## config.mk

```make
export PLATFORM = sky130hd
export DESIGN_NAME = seg7_scan_mux
export DESIGN_NICKNAME = d
export VERILOG_FILES = /design/src/rtl/seg7_scan_mux.sv
export SDC_FILE = /design/constraint.sdc
export NUM_CORES = 1
export LEC_CHECK = 0
export BUFFER_PORTS_ARGS = -buffer_cell sky130_fd_sc_hd__buf_4
export CAP_MARGIN = 20
export CORE_MARGIN = 5
export CORE_UTILIZATION = 50
export CTS_CLUSTER_SIZE = 30
export DETAILED_ROUTE_END_ITERATION = 10
export PLACE_DENSITY = 0.83
export SKIP_LAST_GASP = 1
export SLEW_MARGIN = 0
export SYNTH_ARGS = -nofsm -noshare
export SYNTH_HDL_FRONTEND = slang
export SYNTH_SLANG_ARGS = --single-unit
```

## constraint.sdc

```tcl
create_clock -name clk -period 2.2 [get_ports clk]
set_clock_uncertainty 0.1 [all_clocks]
set_input_delay 0.11 -clock clk [delete_from_list [all_inputs] [get_ports clk]]
set_output_delay 0.11 -clock clk [all_outputs]
set_load 0.03 [all_outputs]
```

## src/rtl/seg7_scan_mux.sv

```systemverilog
`default_nettype none
// ============================================================================
// Module   : seg7_scan_mux
// Brief    : Six-digit multiplexed 7-segment scanner. It takes a per-frame input
//            snapshot and adds inter-digit blanking. Leading-zero blanking of
//            Hour_M is enabled by defining LEADING_ZERO_BLANK_EN.
// Revision : 1.0  initial release
// ============================================================================
module seg7_scan_mux #(
  parameter int REFRESH_DIV = 1000,
  parameter int BLANK_CYC   = 4
) (
  input  logic       clk,
  input  logic       rst,
  input  logic       en,
  input  logic [6:0] Sec_L,
  input  logic [6:0] Sec_M,
  input  logic [6:0] Min_L,
  input  logic [6:0] Min_M,
  input  logic [6:0] Hour_L,
  input  logic [6:0] Hour_M,
  output logic [6:0] seg_out,
  output logic [5:0] dig_an,
  output logic       frame_start
);

  localparam int               CNT_W       = (REFRESH_DIV > 1) ? $clog2(REFRESH_DIV) : 1;
  localparam logic [CNT_W-1:0] c_show_last = CNT_W'(REFRESH_DIV - BLANK_CYC - 1);
  localparam logic [CNT_W-1:0] c_slot_last = CNT_W'(REFRESH_DIV - 1);
  localparam logic [2:0]       c_last_idx  = 3'd5;

  typedef enum logic [1:0] {
    OFF   = 2'd0,
    SNAP  = 2'd1,
    SHOW  = 2'd2,
    BLANK = 2'd3
  } state_t;

  state_t           r_state, w_state_nxt;
  logic [2:0]       r_idx, w_idx_nxt;
  logic [CNT_W-1:0] r_cnt, w_cnt_nxt;
  logic [6:0]       r_snap [6];
  logic [6:0]       r_seg, w_seg_nxt;
  logic [5:0]       r_an, w_an_nxt;
  logic             r_fs, w_fs_nxt;
  logic [6:0]       w_cur_code;
  logic             w_blank_digit;

  always_comb begin
    case (r_idx)
      3'd0:    w_cur_code = r_snap[0];
      3'd1:    w_cur_code = r_snap[1];
      3'd2:    w_cur_code = r_snap[2];
      3'd3:    w_cur_code = r_snap[3];
      3'd4:    w_cur_code = r_snap[4];
      3'd5:    w_cur_code = r_snap[5];
      default: w_cur_code = 7'h00;
    endcase
  end

`ifdef LEADING_ZERO_BLANK_EN
  assign w_blank_digit = (r_idx == c_last_idx) && (r_snap[5] == 7'h3F);
`else
  assign w_blank_digit = 1'b0;
`endif

  // Output flops capture the decode of the current state, so every digit
  // change goes through an all-off cycle owned by BLANK/SNAP/OFF.
  always_comb begin
    w_state_nxt = r_state;
    w_idx_nxt   = r_idx;
    w_cnt_nxt   = r_cnt;
    w_seg_nxt   = 7'h00;
    w_an_nxt    = 6'h3F;
    w_fs_nxt    = 1'b0;
    if (!en) begin
      w_state_nxt = OFF;
      w_idx_nxt   = 3'd0;
      w_cnt_nxt   = '0;
    end else begin
      case (r_state)
        OFF: w_state_nxt = SNAP;
        SNAP: begin
          w_fs_nxt    = 1'b1;
          w_idx_nxt   = 3'd0;
          w_cnt_nxt   = '0;
          w_state_nxt = SHOW;
        end
        SHOW: begin
          if (!w_blank_digit) begin
            w_seg_nxt = w_cur_code;
            w_an_nxt  = ~(6'b000001 << r_idx);
          end
          w_cnt_nxt = r_cnt + 1'b1;
          if (r_cnt == c_show_last) w_state_nxt = BLANK;
        end
        BLANK: begin
          if (r_cnt == c_slot_last) begin
            w_cnt_nxt = '0;
            if (r_idx == c_last_idx) begin
              w_idx_nxt   = 3'd0;
              w_state_nxt = SNAP;
            end else begin
              w_idx_nxt   = r_idx + 3'd1;
              w_state_nxt = SHOW;
            end
          end else begin
            w_cnt_nxt = r_cnt + 1'b1;
          end
        end
        default: w_state_nxt = OFF;
      endcase
    end
  end

  always_ff @(posedge clk or negedge rst) begin
    if (!rst) begin
      r_state <= OFF;
      r_idx   <= 3'd0;
      r_cnt   <= '0;
      r_seg   <= 7'h00;
      r_an    <= 6'h3F;
      r_fs    <= 1'b0;
      for (int i = 0; i < 6; i++) r_snap[i] <= 7'h00;
    end else begin
      r_state <= w_state_nxt;
      r_idx   <= w_idx_nxt;
      r_cnt   <= w_cnt_nxt;
      r_seg   <= w_seg_nxt;
      r_an    <= w_an_nxt;
      r_fs    <= w_fs_nxt;
      if (en && (r_state == SNAP)) begin
        r_snap[0] <= Sec_L;
        r_snap[1] <= Sec_M;
        r_snap[2] <= Min_L;
        r_snap[3] <= Min_M;
        r_snap[4] <= Hour_L;
        r_snap[5] <= Hour_M;
      end
    end
  end

  assign seg_out     = r_seg;
  assign dig_an      = r_an;
  assign frame_start = r_fs;

endmodule
`default_nettype wire

```

Word-level counts from Yosys, hierarchy flattened:

Cells that the tools add are included.

* register bits after elaboration: 71
* input bits: 45
* output and inout bits: 14
* logic and storage cells: 54

* $add $sub $neg: 2
* eq/ne operators: 14
* shift-type cells: 1
* muxes and demuxes: 19
* bitwise operators: 1
* reductions and logical operators: 5

Operators with widths (number)
* $pmux W7 S6: 1
* $pmux W10 S3: 1
* $eq A10 B10 Y1 const B: 2
* $mux W10: 2
* $mux W7: 2
* $mux W6: 2
* $add A10 B1 Y10 const B: 1
* $mux W3: 3
* $mux W2: 4
* $pmux W2 S4: 1
* $eq A3 B2 Y1 const B: 2
* $eq A3 B3 Y1 const B: 2
* $ne A3 B3 Y1 const B: 2
* $not A6 Y6: 1
* $pmux W3 S2: 1
* $shl A1 B3 Y6 const A: 1
* $eq A2 B2 Y1 const B: 2
* $ne A4 B1 Y1 const B: 1
* $reduce_and A2 Y1: 2
* $add A3 B1 Y3 const B: 1
* $eq A3 B1 Y1 const B: 1
* $logic_not A3 Y1: 1
* $ne A3 B1 Y1 const B: 1
* $eq A2 B1 Y1 const B: 1
* other kinds (3): 4

Logic depth before layout (Yosys ltp):

Gate-level depths: netlist of run 1.

* depth after elaboration: 5
* mapped depth: 8
* mapped depth without buffers: 5

Worst setup path before layout of run 1:

No wires, ideal clock.

* path kind: register to register
* start point: register r_idx[1]
* end point: register r_seg[0], in the netlist seg_out[0]
* library setup time: 137 ps
* arrival: 1811 ps
* required time: 1963 ps
* path slack: 152 ps
* cell stages (with the launch flop): 9
* path buffers: 3
* period minus slack after synthesis: 2048 ps
* cell sequence: dfrtp_1 > buf_2 > inv_1 > clkbuf_1 > nor2_1 > ha_1 > buf_1 > o31ai_2 > nor2_1

* cells in the longest elaborated chain, start to end: 4
* elaborated cells on any way between the ends: 9
* classes of those cells: 5 x eq/ne; 3 x mux; 1 x reduce/logical

RTL lines
* start, declared: RTL line 40 `logic [2:0] r_idx, w_idx_nxt;`
* start signal, assigned: RTL line 127 `r_idx <= w_idx_nxt;`
* $eq A3 B3 Y1 (tied with other cells): RTL line 50 `case (r_idx)`
* $pmux W7 S6 (*): RTL line 50
* $mux W7 (*): RTL line 81 `case (r_state)`
* $mux W7 (*): RTL line 76 `if (!en) begin`
* named net w_seg_nxt[0]: RTL line 43 `logic [6:0] r_seg, w_seg_nxt;`
* end signal, assigned: RTL line 129 `r_seg <= w_seg_nxt;`
* end, declared: RTL line 43

Mark *: on every way through the listed nets, which the timed path passes. The rest lies on a longest branch.
A chain may end at the register's enable or synchronous reset.

Worst setup path after layout of run 1:

* start point: register r_idx[2]
* end point: register r_seg[5], in the netlist seg_out[5]

Same word-level chain as after synthesis.

==> reports/results.ini, run 1 <==
[setup_path]
reg2reg_from=r_idx[2]$_DFFE_PN0P_
r2r_cells=4
cp_max_fo=9
startpoint_type=flip-flop
reg2reg_to=seg_out[5]$_DFF_PN0_
cp-end-kind=flip-flop
crit_type=reg -> reg
ff2ff_setup_slack_ps=340
cp_data_arrival_time_ps=1970
required_ps=2310

[layout]
instances_no_fill=523
drive_above_1_share=0.227
syn_to_final_growth_pct=36.8
filler_cell_count=444
nets=487

[placement]
hpwl_um=5100
placed_cells=462
portBuffers=58
gp_congestion=0.899
post-place-ws_ps=429

[route]
drtPass1Iterations=5
avgViaCountPerCell=5.30
finalWirelength_um=7980
wl_per_cell_um=15.3
ant_nets=0
num_vias=2773
drc_errors=0
drt_iter0_markers=272

[synth]
ys_seq_area_frac=0.561
synth_mux_area_frac=0.0409
synthFlopType=dfrtp_1
yosysMostFrequentCell=nand2_1
yosys.area_share.adder=0.00786
yosys-top-cells-count=143 x nand2_1, 65 x dfrtp_1, 14 x nor2_1, 12 x nand3_1, 8 x buf_2
yosysTopAreaCell=dfrtp_1
yosys_warnings=0
postSynthCellCount=336
synthXorXnorAreaFrac=0.0165
synth_area_leaders=dfrtp_1 51%, nand2_1 17%, dfstp_2 5.0%
async_flop_share=1.00
synth_top_family_by_area=simple AND/OR/NAND/NOR gates
synthDistinctLibCells=48
syn_nets=383
postSynthAreaPerCell_um2=9.47
synth_compound_area_frac=0.0692
yosys.area_share.simple=0.272
ys_seq_elements=71
synth.cell_area_mm2=0.00318
synth_top_area_frac=0.511
synth-edff-count=0

[die]
die_area_mm2=0.00806
num_rows=29
pin_count=59
start_util=0.507
die_height_um=89.8
die_w_um=89.8
core_mm2=0.00628

[clocking]
cts_root_buf=clkbuf_8
cts_tree=yes
htree_levels=3
cts_resized=0
cts_hold_buf=44
clock_sinks=71
post-cts-setup-buffers=0
clkTransAtPathRegs_ps=80
cts_buffer_depth=2
numCtsBuffers=9
clock_latency_ps=350

[power_and_ir_drop]
power.leakage_nw=2.09
finalPower_w=0.00366
irDropWorstVdd_mv=0.553
powerDensity_mw_per_mm2=840

[timing]
grt_setup_unrepaired=no
setup_viol=0
finalCritPeriodShare=0.844
worstMarginPinSlew_ps=862
setup_tns_ps=0
layout_min_cycle_time_ps=1860
slew_viol_final=0
final.setup.worst_slack_ps=343
final_hold_viol_count=0
slew_headroom=0.425
max_clock_freq_mhz=538

[flow_run]
maxCapViolations=0

[global_route]
grt_max_degree=72
grt_overflow=0
antenna_found_initial=1
grt_first_pass_wirelength_um=13600
grt_use_total=0.208
grt_pass1_vias=2846

[min_path]
hold_class=in -> async

[run_status]
run_status=complete, no violations

[flip-flops by register name, indices dropped and copies added (netlist names)]
| name | count |
|---|---|
| dig_an | 6 |
| frame_start | 1 |
| r_cnt | 10 |
| r_idx | 3 |
| r_snap | 42 |
| r_state | 2 |
| seg_out | 7 |
[report_power, final]
| part | internal (W) | switching, W |
|---|---|---|
| clock network | 0.000677 | 0.000482 |
| logic | 0.000318 | 0.000355 |
| registers | 0.00161 | 0.000213 |
[how the worst max path moves through the flow]
| stage | startpoint | to | slack (ps) | depth (start not counted) |
|---|---|---|---|---|
| detailed placement | r_idx[1]$_DFFE_PN0P_ | seg_out[0]$_DFF_PN0_ | 430 | 5 |
| CTS | r_idx[2]$_DFFE_PN0P_ | seg_out[3]$_DFF_PN0_ | 400 | 4 |
| global route | r_idx[2]$_DFFE_PN0P_ | seg_out[4]$_DFF_PN0_ | 230 | 4 |
| finish | r_idx[2]$_DFFE_PN0P_ | seg_out[5]$_DFF_PN0_ | 340 | 4 |
| floorplan | r_idx[1]$_DFFE_PN0P_ | seg_out[0]$_DFF_PN0_ | 150 | 8 |
| global placement | r_idx[2]$_DFFE_PN0P_ | seg_out[1]$_DFF_PN0_ | 510 | 4 |
[metrics by stage]
stage                     utilization  area (um2)  hold WS [ps]
after global routing            0.694        4360           390
final                           0.694        4360           322
after CTS                       0.693        4350           345
after floorplan                     -        3180          -286
after detailed placement        0.588        3690           181
after global placement          0.588        3690           167
[cell families (layout without fill, tap and decap cells)]
group                    after synthesis  in the layout
multiplexers                          10             10
flip-flops                            71             71
buffers and inverters                 22            131
AND/OR/NAND/NOR                      194            194
other                                  0              1
XOR/XNOR                               6              6
AO/OA/AOI/OAI                         31             31
adder cells (fa/ha/maj)                2              2
[critical path, cell delays in order, from the launching register on]
cell     delay (ps)
dfrtp_1         500
inv_1           130
ha_1            350
o31ai_2         540
a21oi_1         100
[cells in the final DEF, fill, tap and decap left out, drive strengths merged, types with 5 or more instances in the layout]
cell	count
xnor2	5
buf	66
dlygate4sd3	44
nand3	13
nand2	143
dfrtp	65
o21ai	8
dfstp	6
nor2	15
inv	5
clkbuf	12
[area by class of cell]
| class | count | area [um2] | share of cell area |
|---|---|---|---|
| inverters | 5 | 18.8 | 0.00431 |
| well taps | 77 | 96.3 | 0.0221 |
| repair buffers | 110 | 936 | 0.215 |
| flip-flops and latches | 71 | 1780 | 0.410 |
| clock inverters | 4 | 77.6 | 0.0178 |
| multi-input cells | 243 | 1290 | 0.297 |
| diodes | 1 | 2.50 | 0.000575 |
| clock buffers | 12 | 145 | 0.0333 |
[layer usage]
layer	vias up	share of wire	routed length, um	GRT usage
met5	-	0	0	0
met2	107	0.50	3980	0.327
li1	1330	-	-	-
met1	1317	0.41	3290	0.267
met3	19	0.065	521	0.0559
met4	0	0.024	190	0.0982
No activity file was read; power rests on OpenSTA's default activity.
==> run 2: changes to the inputs <==
Settings changed: CORE_UTILIZATION 50 to 55, PLACE_DENSITY 0.83 to 0.86.
Clock period 2.2 ns to 1.9 ns, I/O delays scaled along.
==> run 2 against run 1 <==
The run now ends with DRC left; register-to-register slack got worse by 170 ps; sequential power increased by 15%; clock power increased by 4%; count of clock-buffer cells in the layout decreased by 2; combinational power increased by 21%; largest cell class unchanged; highest routed layer unchanged.
==> reports/results.ini, run 2 (same netlist as run 1, synthesis figures left out) <==
[flow_run]
maxCapViolations=0  ; unchanged

[die]
core_mm2=0.00557  ; -11%
num_rows=27  ; -6.9%
pin_count=59  ; unchanged
die_height_um=86.1  ; -4.1%
die_w_um=86.1  ; -4.1%
start_util=0.571  ; +0.0640
die_area_mm2=0.00741  ; -8.1%

[layout]
n_antenna_cell=0  ; -1
fin_area_mm2=0.00433  ; -0.60%
syn_to_final_growth_pct=36.0
drive_above_1_share=0.230  ; +0.00276
layout_common_cells=143 x nand2_1, 66 x buf_4, 65 x dfrtp_1, 44 x dlygate4sd3_1, 14 x nor2_1
final_common_cell=nand2_1
largest_register_ffs=42  ; unchanged
top_register=r_snap
filler_cell_count=358  ; -19%
nets=487  ; unchanged

[global_route]
grt_use_total=0.252  ; +0.0437
grt_overflow=0  ; unchanged
grt_pass1_vias=2889  ; +1.5%
grt_first_pass_wirelength_um=14200  ; +4.4%
grt_max_degree=72  ; unchanged
antenna_found_initial=0  ; -1

[setup_path]
worst-path-buf-inv=0  ; -1
cpMaxStageDelayCell=or4_1
reg2reg_from=r_cnt[0]$_DFFE_PN0P_
path_depth=5  ; +1
r2r_cells=5  ; +1
crit_start=r_cnt[0]$_DFFE_PN0P_
startpoint_type=flip-flop
cp-end-kind=flip-flop
crit_family=simple AND/OR/NAND/NOR gates
cp_data_arrival_time_ps=1880  ; -90 ps
ff2ff_setup_slack_ps=170  ; -170 ps
cp_cell_sequence=ha_1, and3_1, nand3_2, or4_1, o21ai_0
critPathMaxStageDelay_ps=420  ; -120 ps
crit_type=reg -> reg
endpoint=r_idx[2]$_DFFE_PN0P_
reg2reg_to=r_idx[2]$_DFFE_PN0P_
required_ps=2050  ; -260 ps
cp_max_fo=6  ; -3

[timing]
layout_min_cycle_time_ps=1730  ; -130 ps
slew_viol_final=0  ; unchanged
whs_ps=308  ; -13.5 ps
final_hold_viol_count=0  ; unchanged
final.setup.worst_slack_ps=173  ; -170 ps
setup_tns_ps=0  ; unchanged
finalCritPeriodShare=0.909  ; +0.0647
max_clock_freq_mhz=579  ; +7.6%
slew_headroom=0.426  ; about the same
setup_viol=0  ; unchanged
grt_setup_unrepaired=no
worstMarginPinSlew_ps=862  ; -0.216 ps

[placement]
post-place-ws_ps=198  ; -231 ps
gp_congestion=0.911  ; +1.3%
hpwl_um=4850  ; -4.8%
portBuffers=58  ; unchanged
dpl_cell_area_mm2=0.00369  ; about the same

[route]
wl_per_cell_um=16.7  ; +9.7%
ant_nets=0  ; unchanged
drtPass1Iterations=8  ; +3
finalWirelength_um=8640  ; +8.2%
drc_errors=1  ; +1
num_vias=2827  ; +1.9%
drt_iter0_markers=238  ; -13%
avgViaCountPerCell=5.48  ; +3.3%

[clocking]
cts_tree=yes
cts_resized=0  ; unchanged
clock_sinks=71  ; unchanged
cts_root_buf=clkbuf_8
htree_levels=3  ; unchanged
cts_buffer_depth=2  ; unchanged
numCtsBuffers=9  ; unchanged
clkTransAtPathRegs_ps=90  ; about the same
post-cts-setup-buffers=0  ; unchanged
clock_latency_ps=350  ; about the same

[run_status]
violations=DRC
run_status=finished with violations

[power_and_ir_drop]
irDropWorstVdd_mv=0.695  ; +26%
powerDensity_mw_per_mm2=954  ; +14%
power.leakage_nw=2.08  ; -0.76%

[min_path]
hold_class=in -> async

-- run 2: layout make-up --
class	count	area [um2]	area share
Clock inverter	5	58.8	0.0136
Sequential cell	71	1780	0.412
Tap cell	72	90.1	0.0208
Timing Repair Buffer	110	936	0.216
Multi-Input combinational cell	243	1300	0.301
Clock buffer	10	138	0.0318
Inverter	5	18.8	0.00434
-- run 2: worst register-to-register path: cells and delay by family (launching register included) --
family                     cells  cell delay (ps)
AOI/OAI and AO/OA              1              100
adders and majority gates      1              280
DFF                            1              390
and+or+nand+nor                3              770
-- run 2: timing repair --
action	in CTS	in global routing
endpoints found under the setup margin	0	0
hold endpoints to repair	111	0
hold buffers	44	0
-- run 2: layer usage --
layer	vias to the layer above	share of wire	global-route usage
met5	-	0	0
met4	0	0.033	0.108
met3	24	0.066	0.0653
met2	127	0.51	0.430
met1	1348	0.39	0.301
li1	1328	-	-
-- run 2: worst min-delay path by stage --
stage,slack [ps],endpoint
after floorplan,-300,frame_start$_DFF_PN0_
after global placement,160,r_cnt[8]$_DFFE_PN0P_
after detailed placement,160,r_cnt[7]$_DFFE_PN0P_
after CTS,340,r_idx[1]$_DFFE_PN0P_
after global routing,370,r_snap[34]$_DFFE_PN0P_
final,310,r_snap[35]$_DFFE_PN0P_
-- run 2: where the power goes --
part | internal [W] | leakage (nW) | switching [W] | total, W
clock network | 0.000635 | 0.0944 | 0.000580 | 0.00121
logic | 0.000366 | 1.08 | 0.000445 | 0.000812
registers | 0.00186 | 0.903 | 0.000239 | 0.00210
total | 0.00287 | 2.08 | 0.00126 | 0.00413
-- run 2: through the flow --
step	total power (W)	utilization	std cells
floorplan	0.00251	-	336
global placement	0.00275	0.662	457
detailed placement	0.00280	0.662	457
CTS	0.00406	0.777	516
global route	0.00433	0.777	516
finish	0.00413	0.777	516
==> run 3: changes to the inputs <==
Settings changed: CORE_MARGIN 5 to not set.
==> run 3 against run 2 <==
The flow now finishes without violations; critical path depth did not move; design area rose by 0.81%; sequential share of layout area fell by 0.33 points; cell count rose by 1.7%; combinational power fell by 0.9%; total power fell by 3.1%; count of clock-buffer cells in the layout rose by 3; register-to-register slack got worse by 20 ps; largest power group unchanged.
==> reports/results.ini, run 3 (same netlist as run 1, synthesis figures left out) <==
[run_status]
run_status=complete, no violations

[layout]
largest_register_ffs=42  ; unchanged
top_register=r_snap
drive_above_1_share=0.239  ; +0.00921
syn_to_final_growth_pct=37.1
instances_no_fill=525  ; +1.7%
nets=494  ; +1.4%
layout_common_cells=143 x nand2_1, 73 x buf_4, 65 x dfrtp_1, 44 x dlygate4sd3_1, 14 x nor2_1
final_common_cell=nand2_1

[global_route]
grt_use_total=0.301  ; +0.0491
antenna_found_initial=1  ; +1
grt_max_degree=40  ; -44%
grt_first_pass_wirelength_um=13800  ; -2.5%
grt_pass1_vias=2970  ; +2.8%
grt_overflow=0  ; unchanged

[setup_path]
startpoint_type=flip-flop
cp_cell_sequence=ha_1, and3_1, a31oi_1, o21ai_1, a31oi_1
crit_type=reg -> reg
crit_family=compound AO/OA/AOI/OAI gates
critPathMaxStageDelay_ps=420  ; about the same
cp_data_arrival_time_ps=1910  ; +30 ps
crit_path_frequent_cell=a31oi_1
worst-path-buf-inv=0  ; unchanged
cpMaxStageDelayCell=dfrtp_1
cp-end-kind=flip-flop
cp_max_fo=6  ; unchanged
required_ps=2060  ; about the same

[clocking]
clkTransAtPathRegs_ps=70  ; -20 ps
cts_tree=yes
cts_buffer_depth=2  ; unchanged
clock_sinks=71  ; unchanged
numCtsBuffers=9  ; unchanged
cts_root_buf=clkbuf_8
cts_resized=0  ; unchanged
htree_levels=3  ; unchanged
clock_latency_ps=350  ; about the same

[placement]
hpwl_um=5040  ; +3.9%
gp_congestion=0.836  ; -8.3%
portBuffers=58  ; unchanged
placed_cells=464  ; +1.5%

[flow_run]
maxCapViolations=0  ; unchanged

[route]
finalWirelength_um=8160  ; -5.6%
avgViaCountPerCell=5.57  ; +1.7%
drc_errors=0  ; -1
drt_iter0_markers=348  ; +46%
num_vias=2926  ; +3.5%
drtPass1Iterations=5  ; -3
wl_per_cell_um=15.5  ; -7.2%
ant_nets=0  ; unchanged

[power_and_ir_drop]
powerDensity_mw_per_mm2=917  ; -3.8%
irDropWorstVdd_mv=0.588  ; -15%
power.leakage_nw=2.10  ; +1.4%

[timing]
setup_viol=0  ; unchanged
final_hold_viol_count=0  ; unchanged
grt_setup_unrepaired=no
setup_tns_ps=0  ; unchanged
finalCritPeriodShare=0.920  ; +0.0109
layout_min_cycle_time_ps=1750  ; +20.7 ps
slew_viol_final=0  ; unchanged
slew_headroom=0.667  ; +0.242
worstMarginPinSlew_ps=499  ; -363 ps
max_clock_freq_mhz=572  ; -1.2%

[min_path]
hold_class=in -> async

[die]
num_rows=27  ; unchanged
start_util=0.575  ; +0.00348
pin_count=59  ; unchanged
core_mm2=0.00554  ; -0.61%
die_area_mm2=0.00610  ; -18%
die_height_um=78.1  ; -9.3%
die_w_um=78.1  ; -9.3%

[run 3: cell types whose count changed in the layout (fill, tap and decap cells not counted)]
cell / delta
buf_4: +7
bufinv_16: -1
clkbuf_1: +2
clkbuf_8: +1
clkinv_2: +1
clkinv_4: -1
clkinvlp_4: -1
diode_2: +1
[run 3: worst reg2reg max path, cell delays in order, from the launching register on]
cell and delay (ps):
dfrtp_1 420, ha_1 290, and3_1 230, a31oi_1 320, o21ai_1 120, a31oi_1 190
[run 3: stage by stage]
stage	worst slack [ps]	hold WS (ps)	cell area [um2]	total power, W	util
global route	48.6	198	4360	0.00422	0.788
floorplan	3.13	-301	3200	0.00251	-
finish	152	158	4360	0.00400	0.788
global placement	283	-8.53	3740	0.00276	0.676
CTS	169	169	4360	0.00397	0.787
detailed placement	167	-3.89	3740	0.00281	0.676
[run 3: layout make-up]
type / instances / area, um2
well taps: 72 / 90.1
diodes: 1 / 2.50
inverters: 5 / 18.8
flip-flops and latches: 71 / 1780
repair buffers: 117 / 988
clock inverters: 3 / 17.5
clock buffers: 13 / 159
fillers: 356 / 1180
multi-input cells: 243 / 1300
[run 3: repair_timing]
item                      CTS  global route
setup buffers               0             0
hold buffers               44             0
hold endpoints to repair   82             0
[run 3: where the power goes]
part,total [W],internal (W),leakage [nW],switching (W)
registers,0.00211,0.00187,0.903,0.000240
clock network,0.00109,0.000542,0.0894,0.000550
logic,0.000805,0.000376,1.11,0.000429
[run 3: final timing paths]
kind / startpoint / end / slack (ps) / cells after the start
worst max-delay path: r_cnt[0]$_DFFE_PN0P_ / r_cnt[7]$_DFFE_PN0P_ / 150 / 5
worst min-delay path: rst / r_state[0]$_DFFE_PN0P_ / 160 / 2
worst max register to register: r_cnt[0]$_DFFE_PN0P_ / r_cnt[7]$_DFFE_PN0P_ / 150 / 5
worst min register to register: r_snap[9]$_DFFE_PN0P_ / r_snap[9]$_DFFE_PN0P_ / 380 / 2
max in group asynchronous: rst / dig_an[2]$_DFF_PN1_ / 900 / 3
min in group clk: Min_L[1] / r_snap[22]$_DFFE_PN0P_ / 380 / 4
[run 3: metal layers]
layer,up-vias,GRT usage,share of wire
met3,21,0.0767,0.066
li1,1336,-,-
met2,139,0.491,0.50
met4,0,0.133,0.026
met1,1430,0.381,0.40
met5,-,0,0
